===== config.mk =====
export PLATFORM = sky130hd
export DESIGN_NAME = serial_slave
export DESIGN_NICKNAME = d
export VERILOG_FILES = /design/src/rtl/serial_slave.sv
export SDC_FILE = /design/constraint.sdc
export NUM_CORES = 1
export LEC_CHECK = 0
export CAP_MARGIN = 20
export CORE_MARGIN = 1.5
export CORE_UTILIZATION = 49
export DETAILED_ROUTE_END_ITERATION = 16
export GPL_ROUTABILITY_DRIVEN = 0
export PLACE_DENSITY = 0.81
export RECOVER_POWER = 100
export SYNTH_ARGS = -nofsm -noshare
export SYNTH_HDL_FRONTEND = slang
export SYNTH_SLANG_ARGS = --single-unit

===== constraint.sdc =====
create_clock -name serial_clk -period 2.1 [get_ports serial_clk]
set_input_delay 0.21 -clock serial_clk [delete_from_list [all_inputs] [get_ports serial_clk]]
set_output_delay 0.21 -clock serial_clk [all_outputs]
set_load 0.05 [all_outputs]

===== src/rtl/serial_slave.sv =====
// serial_slave: peripheral end of the 3-wire serial link, clocked by the master's serial clock.
// The FSM and transmit path run on falling edges; receive sampling runs on rising edges.
module serial_slave #(
    parameter int   BITS                 = 8,
    parameter logic LOWBIT_FIRST         = 1'b1,
    parameter logic SERIAL_DATA_INACTIVE = 1'b1
) (
    input  logic            serial_clk,
    input  logic            in_rst,
    input  logic            in_select,
    input  logic            in_serial,
    output logic            out_serial,
    input  logic [BITS-1:0] in_parallel,
    output logic [BITS-1:0] out_parallel,
    output logic            out_word_valid,
    output logic            out_next_word,
    output logic            out_busy
);

    localparam int CW = $clog2(BITS) + 1;
    localparam logic [CW-1:0] LAST = CW'(BITS - 1);

    localparam logic [0:0] IDLE  = 1'b0;
    localparam logic [0:0] SHIFT = 1'b1;

    logic [0:0]      state_q, state_d;
    logic [CW-1:0]   tx_ctr_q, tx_ctr_d;
    logic [BITS-1:0] tx_word_q, tx_word_d;
    logic [CW-1:0]   rx_ctr_q;
    logic [BITS-1:0] rx_shift_q, rx_next;
    logic [BITS-1:0] out_parallel_q;
    logic            out_word_valid_q;
    logic [BITS-1:0] tx_mask, rx_mask;

    // One-hot mask selecting the wire bit carried in slot c of a word
    function automatic logic [BITS-1:0] bit_mask(input logic [CW-1:0] c);
        return BITS'(1) << (LOWBIT_FIRST ? c : LAST - c);
    endfunction

    always_comb begin
        state_d   = state_q;
        tx_ctr_d  = tx_ctr_q;
        tx_word_d = tx_word_q;
        case (state_q)
            IDLE: begin
                if (in_select) begin
                    state_d   = SHIFT;
                    tx_word_d = in_parallel;
                    tx_ctr_d  = '0;
                end
            end
            SHIFT: begin
                if (!in_select) begin
                    state_d  = IDLE;
                    tx_ctr_d = '0;
                end else if (tx_ctr_q == LAST) begin
                    tx_word_d = in_parallel;
                    tx_ctr_d  = '0;
                end else begin
                    tx_ctr_d = tx_ctr_q + CW'(1);
                end
            end
            default: state_d = IDLE;
        endcase
    end

    always_ff @(negedge serial_clk or posedge in_rst) begin
        if (in_rst) begin
            state_q   <= IDLE;
            tx_ctr_q  <= '0;
            tx_word_q <= '0;
        end else begin
            state_q   <= state_d;
            tx_ctr_q  <= tx_ctr_d;
            tx_word_q <= tx_word_d;
        end
    end

    always_comb begin
        rx_mask = bit_mask(rx_ctr_q);
        rx_next = in_serial ? (rx_shift_q | rx_mask) : (rx_shift_q & ~rx_mask);
    end

    // Rising edges in Idle also rewind rx_ctr so an aborted word leaves no residue
    always_ff @(posedge serial_clk or posedge in_rst) begin
        if (in_rst) begin
            rx_ctr_q         <= '0;
            rx_shift_q       <= '0;
            out_parallel_q   <= '0;
            out_word_valid_q <= 1'b0;
        end else if (state_q == SHIFT) begin
            rx_shift_q <= rx_next;
            if (rx_ctr_q == LAST) begin
                out_parallel_q   <= rx_next;
                out_word_valid_q <= 1'b1;
                rx_ctr_q         <= '0;
            end else begin
                out_word_valid_q <= 1'b0;
                rx_ctr_q         <= rx_ctr_q + CW'(1);
            end
        end else begin
            out_word_valid_q <= 1'b0;
            rx_ctr_q         <= '0;
        end
    end

    assign tx_mask        = bit_mask(tx_ctr_q);
    assign out_serial     = (state_q == SHIFT) ? |(tx_word_q & tx_mask)
                                               : SERIAL_DATA_INACTIVE;
    assign out_next_word  = (state_q == SHIFT) && (tx_ctr_q == LAST);
    assign out_busy       = (state_q == SHIFT);
    assign out_parallel   = out_parallel_q;
    assign out_word_valid = out_word_valid_q;

endmodule


==> key figures, run 1 <==
Setup path
  • Crit Path Category: reg -> out
  • CP max stage delay: 0.53 ns
  • Reg-to-reg startpoint: out_busy
  • Worst path arrival time: 2.90 ns
  • Worst r2r path cells: 4
  • Crit path cell chain: inv_2 > ha_2 > a221oi_2 > a311o_1 > o211ai_1 > buf_4
  • Critical path endpoint category: output port
  • Crit path to: out_serial
  • Max Fanout on Critical Path: 4
  • Reg2Reg Setup Slack: -0.25 ns
  • Critical path's slowest cell: dfrtn_1
  • Worst Setup SP: tx_ctr_q[1]
  • CP startpoint kind: flip-flop
  • Reg2reg end: rx_shift_q[4]
  • CP Data Required Time: 1.89 ns

Floorplan
  • Placement row count: 21
  • Die extent in x: 62.5 um
  • DIE AREA: 0.00390 sq mm
  • Die height: 62.5 um
  • Initial core utilization: 51.5%
  • Core area: 0.00336 sq mm
  • I/O pins: 24

Global routing
  • Grt total ovfl: 0
  • Vias in the first global route: 1374
  • Antenna violations before repair: 0
  • Largest net degree at the start of global routing: 19
  • All-Layer GR Usage: 21.0%
  • First-pass GRT wire length: 6.24 mm

Synth
  • Yosys cell types: 31
  • Seq/Total Area, Yosys: 49.1%
  • Mapped Cells: 154
  • FF+latch count, synth: 34
  • Share of the synthesized area in the top cell type: 30.3%
  • Async set-or-reset flop fraction in the synthesized netlist: 100%
  • Area leader, netlist: dfrtp_1
  • Number of flops mapped to enable cells by yosys: 0
  • Synthesized area: 0.00173 sq mm
  • Syn_nets: 178
  • Most used DFF post-synth: dfrtp_1
  • Largest cells by area after synthesis: dfrtp_1, dfrtn_1, mux2_2, ha_1, mux2i_1
  • Syn avg cell area: 11.3 sq um
  • Post-synth top cells: dfrtp_1, nand2_1, mux2_2, dfrtn_1, ha_1
  • Ys Warns: 0

Clocking
  • CTS tree: yes
  • Root Driver: clkbuf_4
  • Sink Count: 34
  • CTS Buf Count: 5
  • Clk Latency, worst-skew pair: 0.34 ns
  • CTS max path bufs: 2
  • H-tree lvl count: 2
  • CTS clk-pin slew, worst paths: 0.07 ns

Detailed routing
  • DRT iter0 DRCs: 26
  • Detail Route Antenna Nets: 0
  • WL per Instance: 14.9 um
  • DRT Pass-1 Iters: 4
  • DRT Wirelength: 3.73 mm
  • Post-route DRC violation count: 0
  • Vias/cell: 5.18
  • Via count: 1295

Layout
  • Fin nets: 227
  • Layout cells sized above 1: 30.9%
  • Area delta synth->final: 35.6%
  • Antenna Cells: 0

Run status
  • Run status: finished with violations
  • Failing checks: negative setup slack

Worst hold path
  • Hold Crit Class: reg -> reg

Timing
  • Clock Skews: 0.0183 ns
  • RSZ-0062 raised after global routing: true
  • Rel. slew slack: 40.4%
  • Setup-failing EPs final: 19
  • Final Max Slew Viols: 0
  • Fin. Hold Viols: 0
  • Least-Margin Pin Slew: 0.894 ns
  • Final setup margin: -1.01 ns

Placed design
  • Setup WS pre-CTS: -0.749 ns
  • I/O Buffers: 23
  • Post-DP HPWL: 2.61 mm

Power and ir drop
  • Power density over cell area: 702 mW/mm^2
  • Total power: 0.00165 W
  • Maximum VDD drop: 0.347 mV
  • P_leak: 1.10 nW

Flow run
  • Max cap viols: 0
[state kept, by name, summed over array words and instances, names as in the netlist]
register,flops
out_busy,1
out_parallel,8
out_word_valid,1
rx_ctr_q,4
rx_shift_q,8
tx_ctr_q,4
tx_word_q,8
[metal layers]
metal	track usage [%]	up-vias	share of wire [%]
met2	39.0	36	54
met1	22.2	616	39
met5	0	-	0
li1	-	630	-
met3	5.59	13	4.0
met4	9.17	0	2.7
[cell families after synthesis]
kind of cell / share of synthesized area, %
simple gates: 15.2
fa+ha+maj: 8.66
mux: 16.2
flops: 49.1
compound gates: 7.37
buf+inv: 3.47
[per-stage QoR]
stage                     instance area, sq um  setup TNS (ns)  cells  hold WS (ns)  util (%)
after floorplan                           1800          -10.29    154         0.351         -
after global placement                    2190           -6.61    234         0.461      65.1
after detailed placement                  2190           -7.76    234         0.465      65.1
after CTS                                 2350           -3.22    248         0.176      69.8
after global routing                      2350           -8.98    250         0.497      69.9
final                                     2350           -4.29    250         0.474      69.9
[worst max-delay path: cells and delay by family, from the launching register on]
family / cells / cell delay (ns)
buffers and inverters: 2 / 0.29
adder cells (fa/ha/maj): 1 / 0.21
AO/OA/AOI/OAI: 3 / 0.50
flip-flops: 1 / 0.53
[placed cells by master (no fill, tap or decap), types with 8 or more instances in the layout]
master | synthesis | layout
mux2_2 | 16 | 12
nand2_1 | 21 | 20
o21ai_1 | 1 | 8
dfrtn_1 | 13 | 13
clkdlybuf4s50_1 | 0 | 9
dlygate4sd3_1 | 0 | 10
mux2i_1 | 10 | 10
dfrtp_1 | 21 | 21
buf_4 | 1 | 15
[what timing repair did]
| action | CTS | global route |
|---|---|---|
| setup buffers | 6 | 2 |
| resized for setup | 14 | 3 |
| pin swaps | 5 | 2 |
| hold buffers | 0 | 0 |
| setup endpoints to repair | 28 | 19 |
[how the worst min path moves through the flow]
stage                          startpoint               to  cells after the start  slack, ns
after CTS                          in_rst      rx_ctr_q[0]                      3       0.18
final                        tx_word_q[2]     tx_word_q[2]                      1       0.47
after global routing         tx_word_q[2]     tx_word_q[2]                      1       0.50
after detailed placement     tx_word_q[0]     tx_word_q[0]                      1       0.46
after floorplan                    in_rst  out_parallel[0]                      1       0.35
after global placement    out_parallel[0]  out_parallel[0]                      2       0.46
[report_power, final]
part / total [W] / internal (W) / switching, W
clock: 0.000375 / 0.000162 / 0.000213
combinational: 0.000450 / 0.000214 / 0.000237
sequential: 0.000824 / 0.000757 / 0.0000668
total: 0.00165 / 0.00113 / 0.000517
[final cells by class]
class,count,area [sq um]
clock buffer,7,55.1
clock inverter,1,5.00
fill,267,1010
inverter,9,36.3
multi-input combinational,106,907
sequential,34,851
tap,46,57.6
timing repair buffer,47,438
(Power assumes the default switching activity.)
==> run 2, diff against run 1 <==
--- a/config.mk
+++ b/config.mk
@@ -12,6 +12,7 @@
 export GPL_ROUTABILITY_DRIVEN = 0
 export PLACE_DENSITY = 0.81
 export RECOVER_POWER = 100
+export SLEW_MARGIN = 20
 export SYNTH_ARGS = -nofsm -noshare
 export SYNTH_HDL_FRONTEND = slang
 export SYNTH_SLANG_ARGS = --single-unit
==> results of run 2 <==
Final layout, timing and power as in run 1 (identical DEF).
==> run 3, diff against run 2 <==
--- a/config.mk
+++ b/config.mk
@@ -7,10 +7,11 @@
 export LEC_CHECK = 0
 export CAP_MARGIN = 20
 export CORE_MARGIN = 1.5
-export CORE_UTILIZATION = 49
+export CORE_UTILIZATION = 48
+export CTS_CLUSTER_SIZE = 40
 export DETAILED_ROUTE_END_ITERATION = 16
 export GPL_ROUTABILITY_DRIVEN = 0
-export PLACE_DENSITY = 0.81
+export PLACE_DENSITY = 0.82
 export RECOVER_POWER = 100
 export SLEW_MARGIN = 20
 export SYNTH_ARGS = -nofsm -noshare
==> constraint.sdc (replaced) <==
create_clock -name serial_clk -period 2.7 [get_ports serial_clk]
set_input_delay 0.27 -clock serial_clk [delete_from_list [all_inputs] [get_ports serial_clk]]
set_output_delay 0.27 -clock serial_clk [all_outputs]
set_load 0.05 [all_outputs]
==> run 3 against run 2 <==
  * Critical path type unchanged
  * Core utilization is 3.2 points lower
  * Global-route usage down 1.3 points
  * Non-clock buffer count down 8
  * Combinational power down 27%
  * First-iteration DRC count grew 42%
  * Sequential power is 22% lower
  * The flow still finishes with violations (negative setup slack)
  * Wire length fell by 5.9%
  * Sequential cell count stayed put
==> key figures, run 3 (synthesis results as in run 1) <==
Run status
  • Run status: finished with violations
  • Failing checks: negative setup slack

Timing
  • Setup-failing EPs final: 2
  • Final setup margin: -0.849 ns
  • Final Max Slew Viols: 0
  • Rel. slew slack: 26.9%
  • Fin. Hold Viols: 0
  • RSZ-0062 raised after global routing: true
  • Setup TNS: -1.28 ns
  • Fin Hold WS: 0.474 ns
  • Clock Skews: 0.0180 ns
  • Least-Margin Pin Slew: 1.10 ns

Global routing
  • Grt total ovfl: 0
  • First-pass GRT wire length: 6.04 mm
  • Largest net degree at the start of global routing: 22
  • All-Layer GR Usage: 19.8%
  • Antenna violations before repair: 0
  • Vias in the first global route: 1378

Setup path
  • Crit Path Category: reg -> out
  • Worst r2r path cells: 4
  • Max Fanout on Critical Path: 4
  • Worst path arrival time: 3.28 ns
  • CP startpoint kind: flip-flop
  • CP Data Required Time: 2.43 ns
  • Critical path endpoint category: output port

Worst hold path
  • Min-Delay Path Depth: 1
  • Hold Crit Class: reg -> reg

Placed design
  • I/O Buffers: 23
  • Total placed cells including tap cells: 231
  • Post-DP HPWL: 2.38 mm

Clocking
  • Clk Latency, worst-skew pair: 0.34 ns
  • CTS clk-pin slew, worst paths: 0.07 ns
  • Root Driver: clkbuf_4
  • CTS tree: yes
  • CTS max path bufs: 2
  • H-tree lvl count: 2
  • Hold Buf Count CTS: 0
  • CTS Buf Count: 5
  • Sink Count: 34

Detailed routing
  • Vias/cell: 5.26
  • WL per Instance: 14.5 um
  • DRT Pass-1 Iters: 4
  • Post-route DRC violation count: 0
  • Via count: 1273
  • DRT iter0 DRCs: 37
  • Detail Route Antenna Nets: 0
  • DRT Wirelength: 3.51 mm

Floorplan
  • Placement row count: 21
  • I/O pins: 24
  • Core area: 0.00339 sq mm
  • DIE AREA: 0.00398 sq mm
  • Die extent in x: 63.1 um
  • Initial core utilization: 51.1%
  • Die height: 63.1 um

Layout
  • Fin nets: 219
  • FF+latch area: 851 sq um
  • Area delta synth->final: 30.4%
  • Final std cells w/o fill: 242
  • Multi-input gate area: 907 sq um
  • Commonest cells after routing, fill and taps aside: nand2_1, dfrtp_1, mux2_2, dfrtn_1, dlygate4sd3_1
  • Layout cells sized above 1: 26.5%
  • Fillers: 276
  • Antenna Cells: 0

Power and ir drop
  • P_leak: 1.04 nW
  • Total power: 0.00127 W
  • Maximum VDD drop: 0.313 mV
  • Power density over cell area: 561 mW/mm^2

Flow run
  • Max cap viols: 0
-- run 3: changes by cell type in the layout (fill, tap and decap cells not counted), sizes merged --
cell	change
buf	-8
clkbuf	+1
clkinv	-1
dlygate4sd2	-1
dlygate4sd3	+1
-- run 3: per-stage QoR --
stage	area (sq um)	utilization (%)	worst slack [ns]
floorplan	1800	-	-0.685
global placement	2170	63.9	-0.370
detailed placement	2170	63.9	-0.459
finish	2260	66.7	-0.849
global route	2260	66.7	-0.924
CTS	2290	67.4	-0.744
-- run 3: report_power, final --
part	internal (W)	total, W	switching (W)
registers	0.000589	0.000640	0.0000511
logic	0.000153	0.000329	0.000177
clock network	0.000129	0.000299	0.000170
-- run 3: area by class of cell --
class	count	share of cell area, %
Clock buffer	8	2.60
Inverter	9	1.61
Multi-Input combinational cell	106	40.1
Sequential cell	34	37.7
Tap cell	46	2.55
Timing Repair Buffer	39	15.4
-- run 3: routing by layer --
metal	up-vias	share of wire [%]	GRT usage, %
li1	615	-	-
met1	608	42	21.6
met2	36	50	34.3
met3	14	4.1	5.18
met4	0	4.4	11.7
met5	-	0	0
-- run 3: worst paths after layout --
| kind | from | endpoint | slack, ns |
|---|---|---|---|
| worst max-delay path | tx_ctr_q[0] | out_serial | -0.85 |
| worst min-delay path | tx_word_q[3] | tx_word_q[3] | 0.47 |
| worst max register to register | out_busy | rx_shift_q[0] | 0.09 |
| worst min register to register | tx_word_q[3] | tx_word_q[3] | 0.47 |
| max in group asynchronous | in_rst | tx_word_q[2] | 0.07 |
| min in group asynchronous | in_rst | rx_ctr_q[0] | 0.69 |
-- run 3: timing repair --
action                     CTS  global route
setup endpoints to repair    3             3
pin swaps                    6             3
buffers inserted             4             1
resized for setup           10             3
-- run 3: worst max-delay path, cell delays in order, from the launching register on --
cell      delay, ns
dfrtn_1        0.53
inv_2          0.09
ha_4           0.17
a221oi_2       0.29
a311o_1        0.18
o211ai_1       0.12
buf_4          0.22
